### config.mk
export PLATFORM = sky130hd
export DESIGN_NAME = fpu_window_buffer
export DESIGN_NICKNAME = d
export VERILOG_FILES = /design/src/rtl/fpu_pkg.sv /design/src/rtl/fpu_win_ctrl.sv /design/src/rtl/fpu_window_buffer.sv
export SDC_FILE = /design/constraint.sdc
export NUM_CORES = 1
export LEC_CHECK = 0
export CAP_MARGIN = 20
export CORE_ASPECT_RATIO = 0.75
export CORE_MARGIN = 10
export CORE_UTILIZATION = 26
export CTS_CLUSTER_SIZE = 10
export DETAILED_ROUTE_END_ITERATION = 8
export GPL_TIMING_DRIVEN = 0
export SYNTH_ARGS = -nofsm -noshare
export SYNTH_HDL_FRONTEND = slang
export SYNTH_HIERARCHICAL = 1
export SYNTH_SLANG_ARGS = --single-unit
### constraint.sdc
create_clock -name clk -period 3.5 [get_ports clk]
set_input_delay 1.05 -clock clk [delete_from_list [all_inputs] [get_ports clk]]
set_output_delay 1.05 -clock clk [all_outputs]
set_load 0.05 [all_outputs]
### src/rtl/fpu_pkg.sv
`default_nettype none
// +------------------------------------------------------------------+
// | fpu_pkg : shared pixel/column types and load-operation encoding  |
// | Rev 1.0                                                          |
// +------------------------------------------------------------------+
package fpu_pkg;

    localparam int DEF_DATA_W = 8;
    localparam int DEF_ROWS   = 10;

    typedef logic [DEF_DATA_W-1:0] pixel_t;
    typedef pixel_t [DEF_ROWS-1:0] column_t;

    // How the column registers react to this cycle's input-side event.
    typedef enum logic [1:0] {
        LOAD_NONE  = 2'd0,
        LOAD_SHIFT = 2'd1,
        LOAD_START = 2'd2,
        LOAD_PAD   = 2'd3
    } load_op_t;

    // Columns already valid after a padded band start.
    function automatic int pad_fill(input int kw);
        return kw / 2 + 1;
    endfunction

endpackage
`default_nettype wire

### src/rtl/fpu_win_ctrl.sv
`default_nettype none
// +------------------------------------------------------------------+
// | fpu_win_ctrl : fill count, consumed flag and handshake for the   |
// |                column window                                     |
// | Rev 1.0                                                          |
// +------------------------------------------------------------------+
module fpu_win_ctrl
    import fpu_pkg::*;
#(
    parameter int KW = 3
) (
    input  logic                     clk,
    input  logic                     rst,
    input  logic                     in_valid,
    input  logic                     row_start,
    input  logic                     pad_en,
    input  logic                     flush,
    input  logic                     out_ready,
    output logic                     in_ready,
    output logic                     out_valid,
    output logic [$clog2(KW+1)-1:0]  fill,
    output load_op_t                 load_op
);

    localparam int                FILL_W = $clog2(KW + 1);
    localparam logic [FILL_W-1:0] C_FULL = FILL_W'(KW);
    localparam logic [FILL_W-1:0] C_PAD  = FILL_W'(pad_fill(KW));

    logic [FILL_W-1:0] r_fill;
    logic              r_consumed;
    logic              w_accept;
    logic              w_consume;

    assign out_valid = (r_fill == C_FULL) && !r_consumed;
    assign in_ready  = !out_valid || out_ready;
    assign fill      = r_fill;
    assign w_accept  = in_valid && in_ready;
    assign w_consume = out_valid && out_ready;

    // Flush drops the column offered alongside it, so no load is issued.
    always_comb begin
        load_op = LOAD_NONE;
        if (w_accept && !flush) begin
            if (!row_start)
                load_op = LOAD_SHIFT;
            else if (pad_en)
                load_op = LOAD_PAD;
            else
                load_op = LOAD_START;
        end
    end

    always_ff @(posedge clk) begin
        if (rst) begin
            r_fill     <= '0;
            r_consumed <= 1'b0;
        end else if (flush) begin
            r_fill     <= '0;
            r_consumed <= 1'b0;
        end else if (w_accept) begin
            r_consumed <= 1'b0;
            if (!row_start) begin
                if (r_fill != C_FULL)
                    r_fill <= r_fill + 1'b1;
            end else if (pad_en) begin
                r_fill <= C_PAD;
            end else begin
                r_fill <= FILL_W'(1);
            end
        end else if (w_consume) begin
            r_consumed <= 1'b1;
        end
    end

endmodule
`default_nettype wire

### src/rtl/fpu_window_buffer.sv
`default_nettype none
// +------------------------------------------------------------------+
// | fpu_window_buffer : KW-column sliding window over a pixel band   |
// |                     with optional left replicate padding         |
// | Rev 1.0                                                          |
// +------------------------------------------------------------------+
module fpu_window_buffer
    import fpu_pkg::*;
#(
    parameter int DATA_W = DEF_DATA_W,
    parameter int ROWS   = DEF_ROWS,
    parameter int KW     = 3
) (
    input  logic                                 clk,
    input  logic                                 rst,
    input  logic                                 in_valid,
    output logic                                 in_ready,
    input  logic [ROWS-1:0][DATA_W-1:0]          col_new,
    input  logic                                 row_start,
    input  logic                                 pad_en,
    input  logic                                 flush,
    output logic [KW-1:0][ROWS-1:0][DATA_W-1:0]  win,
    output logic                                 out_valid,
    input  logic                                 out_ready,
    output logic [$clog2(KW+1)-1:0]              fill
);

    // First slot written by a padded band start; everything right of it
    // receives a copy of the leading column.
    localparam int C_PAD_LO = KW - 1 - KW / 2;

    logic [KW-1:0][ROWS-1:0][DATA_W-1:0] r_win;
    load_op_t                            w_load_op;

    fpu_win_ctrl #(
        .KW (KW)
    ) u_ctrl (
        .clk       (clk),
        .rst       (rst),
        .in_valid  (in_valid),
        .row_start (row_start),
        .pad_en    (pad_en),
        .flush     (flush),
        .out_ready (out_ready),
        .in_ready  (in_ready),
        .out_valid (out_valid),
        .fill      (fill),
        .load_op   (w_load_op)
    );

    always_ff @(posedge clk) begin
        if (rst) begin
            r_win <= '0;
        end else begin
            case (w_load_op)
                LOAD_SHIFT: begin
                    for (int i = 0; i < KW - 1; i++)
                        r_win[i] <= r_win[i+1];
                    r_win[KW-1] <= col_new;
                end
                LOAD_START: r_win[KW-1] <= col_new;
                LOAD_PAD: begin
                    for (int i = C_PAD_LO; i < KW; i++)
                        r_win[i] <= col_new;
                end
                default: ;
            endcase
        end
    end

    assign win = r_win;

endmodule
`default_nettype wire
# Yosys cells after proc, flatten, opt, wreduce, memory -nomap -nowiden

Cells that the tools add are included.

Add/sub/neg operators: 1
Equality and inequality tests: 5
Multiplexer cells: 7
Reductions and logical operators: 14

Operator list:

| cell                                                 | number |
|---|---|
| case mux 80 bit (2 select lines)                     | 1 |
| 2-to-1 mux 2 bit                                     | 5 |
| equality test 2 bit (second input constant)          | 3 |
| OR reduction 3 bit                                   | 2 |
| logical AND 1 bit                                    | 4 |
| nonzero test 2 bit                                   | 2 |
| zero test 1 bit                                      | 3 |
| adder 2 x 1 -> 2 bit (second input constant)         | 1 |
| equality test 2 x 1 -> 1 bit (second input constant) | 1 |
| inequality test 2 bit (second input constant)        | 1 |
| AND reduction 2 bit                                  | 1 |
| OR reduction 2 bit                                   | 1 |
| logical OR 1 bit                                     | 1 |
| 2-to-1 mux 1 bit                                     | 1 |

Register bits after elaboration: 243
Bits of input ports: 87
Output and inout port bits: 244
Logic and storage cells: 59

# Logic depth before layout (Yosys ltp)

Gate-level depths: netlist of run 1.

Word-level depth: 9
Mapped depth: 9
Mapped depth without buffers: 6

# Hierarchy

Netlist of run 1, hierarchy kept.

By module, submodules not included:

| module            | times used | cells each | area an instance (um2) | seq. area each (um2) |
|---|---|---|---|---|
| fpu_window_buffer | 1          | 1,053      | 8,952.3                | 4,804.6 |
| fpu_win_ctrl      | 1          | 25         | 232.7                  | 60.1 |

# Worst setup path after synthesis of run 1

OpenSTA, ideal clock, no wires.

Kind: reg-to-output
From: register u_ctrl.r_fill[0] (netlist: u_ctrl/fill[0])
To: output out_valid
Data arrival time: 1.719 ns
Data required time: 2.450 ns
Path slack: 0.731 ns
Stages on the path, launching flop included: 3
Buffers on the path: 0
Path through: dfxtp_1 -> ha_1 -> nor2b_1

Cells in the longest elaborated chain, start to end: 2

Ends and longest elaborated chain:

| what                   | line                    | RTL |
|---|---|---|
| from (decl)            | fpu_win_ctrl.sv:29      | `logic [FILL_W-1:0] r_fill;` |
| from (signal assigned) | fpu_win_ctrl.sv:64      | `r_fill <= r_fill + 1'b1;` |
| equality test 2 bit    | fpu_win_ctrl.sv:34      | `assign out_valid = (r_fill == C_FULL) && !r_consumed;` |
| logical AND 1 bit      | fpu_win_ctrl.sv:34      |  |
| to (decl)              | fpu_window_buffer.sv:23 | `output logic out_valid,` |

Every way passes these cells.

# Final worst setup path of run 1

From: input out_ready
To: output in_ready

Cells in the longest elaborated chain, start to end: 1

Ends and longest elaborated chain:

| what             | line                    | RTL |
|---|---|---|
| from (decl)      | fpu_window_buffer.sv:24 | `input logic out_ready,` |
| logical OR 1 bit | fpu_win_ctrl.sv:35      | `assign in_ready = !out_valid \|\| out_ready;` |
| to (decl)        | fpu_window_buffer.sv:17 | `output logic in_ready,` |

Every way passes these cells.

==> flow_summary.json, run 1 <==
{
  "maxSlewHeadroom_pct": 32.1,
  "core_area_um2": 34800,
  "timing.final.crit_share_pct": 97.3,
  "wl_um": 36700,
  "die_x_um": 237,
  "startpoint_type": "primary input",
  "clock_skew_ns": 0.0129,
  "synth.net_count": 1166,
  "place.gp.congestion": 0.857,
  "yosysSeqAreaShare_pct": 53.0,
  "hold_ws_ns": 0.454,
  "die_h_um": 183,
  "hpwl_um": 28000,
  "pwr-share-clk_pct": 37.3,
  "num_rows": 59,
  "hold_path_class": "reg -> reg",
  "ios": 331,
  "grt.total_usage_pct": 16.0,
  "drv_slew": 0,
  "maxCapViolCount": 0,
  "synth_area_leaders": "dfxtp_1, nand2_1, mux2i_1, a21oi_1, a211oi_1",
  "numCtsBuffers": 28,
  "clkSinkCount": 243,
  "p_sw_w": 0.00206,
  "peakVddDrop_mv": 0.300,
  "synth_top_area_cell": "dfxtp_1",
  "critPathArrivalTime_ns": 2.36,
  "instances_no_fill": 1902,
  "cts_tree": "built",
  "yosysWarnings": 6,
  "setup_viol": 0,
  "endpoint": "in_ready",
  "p_leak_nw": 4.66,
  "syn-instance-count": 1078,
  "postRouteAntennaNets": 0,
  "dr.pass1.iters": 5,
  "drcViolationCount": 0,
  "fin_crit_ns": 3.41,
  "grt_pass1_vias": 8375,
  "clock_latency_ns": 0.54,
  "clock.fmax_mhz": 294,
  "crit_path_max_fanout": 4,
  "worst_r2r_path_depth": 7,
  "netlist_area_um2": 9190,
  "antenna_found_initial": 4,
  "final_common_cell": "clkdlybuf4s50_1",
  "final_cell_mix": "clkdlybuf4s50_1, nand2_1, dfxtp_1",
  "dp_cells": 1865,
  "avgSynthCellArea_um2": 8.52,
  "dieArea_um2": 43300,
  "cts-htree-levels": 1,
  "synth.top_cell.area_share_pct": 53.0,
  "status": "finished clean",
  "tns_ns": 0,
  "end_kind": "primary output",
  "clk_pin_slew_ns": 0.05,
  "sequentialPowerShare_pct": 43.7,
  "switching_share_pct": 29.9,
  "viasPerCell": 4.59,
  "grt_pass1_wl_um": 54500,
  "critPathKind": "in -> out",
  "area_growth_pct": 50.5,
  "rsz0062_at_grt": "no",
  "holdBufCountCts": 0,
  "nets": 1526,
  "critPathLaunch": "out_ready",
  "max_stage_delay_ns": 0.60,
  "vias": 8725,
  "r2r-start": "u_ctrl/fill[0]",
  "drive_gt1_share_pct": 5.97,
  "wl_per_cell_um": 19.3,
  "finalHoldViolations": 0,
  "grt_max_degree": 14,
  "synth_cell_types": 28,
  "worst_pin_slew_ns": 1.02,
  "cts_buffer_depth": 3,
  "rr_endpoint": "win[109]",
  "crit_required_ns": 2.45,
  "power_density_nw_per_um2": 498,
  "p_comb_share_pct": 19.0,
  "first_iter_violations": 447,
  "overflow": 0,
  "root_buffer": "clkbuf_16",
  "crit_path_top_delay_cell": "dlygate4sd2_1",
  "critical_path.cell_chain": "clkdlybuf4s50_1 > nor3b_4 > inv_1 > dlygate4sd2_1",
  "ys_seq_elements": 243,
  "internal_power_w": 0.00482,
  "ff2ff_setup_slack_ns": 0.66,
  "numPortBuffers": 330,
  "initial_core_util_pct": 26.4
}
-- what timing repair did --
item                       CTS  global route
resized for setup            1             0
setup buffers                0             0
setup endpoints to repair    1             0
-- sequential cells by signal, summed over array words and instances, names as in the netlist --
signal	cells
u_ctrl/r_consumed	1
win	240
u_ctrl/fill	2
-- area by class of cell --
| type | instances | area [um^2] |
|---|---|---|
| antenna | 4 | 10.0 |
| buffer | 89 | 419 |
| clock buffer | 32 | 747 |
| clock inverter | 1 | 5.00 |
| fill | 3512 | 20900 |
| inverter | 3 | 11.3 |
| multi-input combinational | 743 | 3890 |
| sequential | 243 | 4860 |
| tap | 457 | 572 |
| timing repair buffer | 330 | 3300 |
-- cells in the mapped netlist --
master / n
a211oi_2: 1
buf_4: 8
a21oi_1: 161
mux2i_1: 81
nor2_2: 1
nand2_1: 321
buf_2: 41
nand4bb_1: 1
nor4b_2: 1
nand2b_1: 1
dfxtp_1: 243
ha_1: 1
a211oi_1: 80
a2111oi_0: 1
inv_1: 3
nor2b_1: 3
clkbuf_4: 1
nor3b_4: 1
o221ai_1: 1
clkbuf_1: 38
nor2_1: 81
nor3_1: 2
nor4_1: 1
o211a_1: 1
buf_1: 1
a22oi_1: 1
or2_2: 1
o21ai_1: 1
-- worst min path at each step --
stage / startpoint / endpoint / slack, ns / cells after the start
global route: win[2] / win[2] / 0.47 / 2
global placement: win[8] / win[8] / 0.44 / 2
CTS: win[38] / win[38] / 0.46 / 2
finish: win[40] / win[40] / 0.45 / 2
detailed placement: win[12] / win[12] / 0.45 / 2
floorplan: u_ctrl/r_consumed / u_ctrl/r_consumed / 0.54 / 2
-- cell families after synthesis --
logic type                 synth area share [%]
AOI/OAI and AO/OA                          15.9
buffers and inverters                      4.69
and+or+nand+nor                            17.5
adders and majority gates                 0.136
muxes                                      8.83
DFF                                        53.0
-- layer usage --
metal	wire length [um]	vias to the layer above	GRT usage (%)
li1	-	4350	-
met1	15800	4113	20.0
met2	18100	221	27.2
met3	2050	41	3.85
met4	720	0	4.22
met5	0	-	0
-- worst max-delay path, delay by kind of cell --
kind	cells	cell delay [ns]
buf+inv	3	1.21
simple gates	1	0.08
-- stage by stage --
stage | cell area [um^2] | worst slack [ns] | utilization (%) | power, W
floorplan | 9190 | 0.731 | - | 0.00383
global placement | 13100 | -0.233 | 37.6 | 0.00437
detailed placement | 13100 | -0.323 | 37.6 | 0.00438
CTS | 13800 | 0.0544 | 39.7 | 0.00698
global route | 13800 | 0.0362 | 39.7 | 0.00716
finish | 13800 | 0.0948 | 39.7 | 0.00688
-- power groups by stage --
stage	sequential (W)	clock, W	combinational, W
6_report	0.00301	0.00256	0.00131
5_1_grt	0.00302	0.00275	0.00139
4_1_cts	0.00301	0.00265	0.00132
3_5_place_dp	0.00307	0	0.00132
2_1_floorplan	0.00348	0	0.000350
3_3_place_gp	0.00306	0	0.00131
Power figures use the tool's default switching activity.
==> run 2: changes to the inputs <==
==> constraint.sdc (replaced) <==
create_clock -name clk -period 2.93 [get_ports clk]
set_input_delay 0.879 -clock clk [delete_from_list [all_inputs] [get_ports clk]]
set_output_delay 0.879 -clock clk [all_outputs]
set_load 0.05 [all_outputs]
==> flow_summary.json, run 2 (synthesis results as in run 1) <==
{
  "tns_ns": 0,
  "numCtsBuffers": 28,
  "maxCapViolCount": 0,
  "cts_tree": "built",
  "p_leak_nw": 4.70,
  "wl_um": 36800,
  "drcViolationCount": 0,
  "final-seq-area_um2": 4860,
  "dpl_cell_area_um2": 13100,
  "vias": 8763,
  "nets": 1529,
  "grt_max_degree": 14,
  "overflow": 0,
  "fin_crit_ns": 2.86,
  "postRouteAntennaNets": 0,
  "clk_pin_slew_ns": 0.05,
  "wl_per_cell_um": 19.3,
  "grt.total_usage_pct": 16.0,
  "finalHoldViolations": 0,
  "viasPerCell": 4.60,
  "drv_slew": 0,
  "root_buffer": "clkbuf_16",
  "grt_pass1_wl_um": 54500,
  "setup_viol": 0,
  "pwr-share-clk_pct": 37.2,
  "critPathArrivalTime_ns": 1.98,
  "hold_path_class": "reg -> reg",
  "critPathKind": "in -> out",
  "peakVddDrop_mv": 0.358,
  "dieArea_um2": 43300,
  "r2r-start": "u_ctrl/fill[0]",
  "hold_ws_ns": 0.455,
  "crit_family": "buffers and inverters",
  "end_kind": "primary output",
  "critical_path.cell_chain": "clkdlybuf4s50_1 > nor3b_4 > inv_1 > clkbuf_2",
  "status": "finished clean",
  "die_h_um": 183,
  "largest_reg_flops": 240,
  "initial_core_util_pct": 26.4,
  "switching_share_pct": 29.9,
  "final_common_cell": "clkdlybuf4s50_1",
  "area_growth_pct": 51.1,
  "crit_path_top_delay_cell": "clkdlybuf4s50_1",
  "worst_pin_slew_ns": 0.865,
  "hpwl_um": 28000,
  "p_sw_w": 0.00246,
  "antenna_found_initial": 4,
  "fin_area_um2": 13900,
  "min_from": "win[40]",
  "multi_input_comb_area_um2": 3900,
  "sequentialPowerShare_pct": 43.6,
  "dp_slack_ns": -0.722,
  "max_stage_delay_ns": 0.48,
  "crit_required_ns": 2.05,
  "path_buf_inv": 3,
  "grt_pass1_vias": 8375,
  "p_total_w": 0.00823,
  "place.gp.congestion": 0.857,
  "critPathLaunch": "out_ready",
  "crit_path_max_fanout": 4,
  "num_rows": 59,
  "clock_latency_ns": 0.55,
  "ios": 331,
  "fin_ws_ns": 0.0676,
  "p_comb_share_pct": 19.1,
  "die_x_um": 237,
  "drive_gt1_share_pct": 6.65,
  "final_cell_mix": "clkdlybuf4s50_1, nand2_1, dfxtp_1",
  "numPortBuffers": 330,
  "clock.fmax_mhz": 349,
  "dr.pass1.iters": 5,
  "clock_skew_ns": 0.0133,
  "cts-htree-levels": 1,
  "nFillCells": 3512,
  "maxSlewHeadroom_pct": 42.3,
  "internal_power_w": 0.00576,
  "holdBufCountCts": 0,
  "timing.final.crit_share_pct": 97.7,
  "startpoint_type": "primary input",
  "core_area_um2": 34800,
  "cts_buffer_depth": 3,
  "first_iter_violations": 434,
  "power_density_nw_per_um2": 593,
  "clkSinkCount": 243
}
==> run 2: changes by cell type in the layout (fill, tap and decap cells not counted), moves of 2 or more <==
cell	delta
buf_4	+3
clkbuf_2	+7
buf_2	-3
buf_12	+2
clkbuf_1	-5
==> run 2: per-layer routing <==
layer,global-route usage (%),share of wire (%),up-vias
li1,-,-,4366
met1,20.0,43,4131
met2,27.2,50,225
met3,3.85,5.7,41
met4,4.22,2.0,0
met5,0,0,-
==> run 2: tightest hold or removal path, stage by stage (launching register included) <==
cell,delay (ns)
dfxtp_1,0.30
nand2_1,0.05
a21oi_1,0.05
==> run 2: power by group through the flow <==
stage | clock network [W] | registers [W] | logic (W)
final | 0.00306 | 0.00359 | 0.00157
after global routing | 0.00329 | 0.00361 | 0.00167
after CTS | 0.00317 | 0.00359 | 0.00158
after detailed placement | 0 | 0.00366 | 0.00158
after global placement | 0 | 0.00366 | 0.00157
after floorplan | 0 | 0.00416 | 0.000419
==> run 2: worst paths after layout <==
| kind | end | slack [ns] | depth (start not counted) |
|---|---|---|---|
| worst max-delay path | in_ready | 0.07 | 4 |
| worst min-delay path | win[40] | 0.45 | 2 |
| worst max register to register | win[198] | 0.44 | 9 |
| worst min register to register | win[40] | 0.45 | 2 |
==> run 2: repair_timing <==
action                                  4_1_cts  5_1_grt
gates resized for setup                       9        7
setup buffers                                 0        3
endpoints found under the setup margin       96      179
==> run 2: final cells by class <==
cell class	instances	area share [%]
Timing Repair Buffer	333	24.1
Clock buffer	32	5.38
Antenna cell	5	0.0901
Inverter	3	0.0811
Clock inverter	1	0.0361
Multi-Input combinational cell	743	28.1
Tap cell	457	4.12
Sequential cell	243	35.0
Buffer	89	3.12
==> run 2: per-stage QoR <==
stage	cells	util (%)
6_report	1906	39.9
5_1_grt	1905	39.9
4_1_cts	1898	39.7
3_5_place_dp	1865	37.6
3_3_place_gp	1865	37.6
2_1_floorplan	1078	-
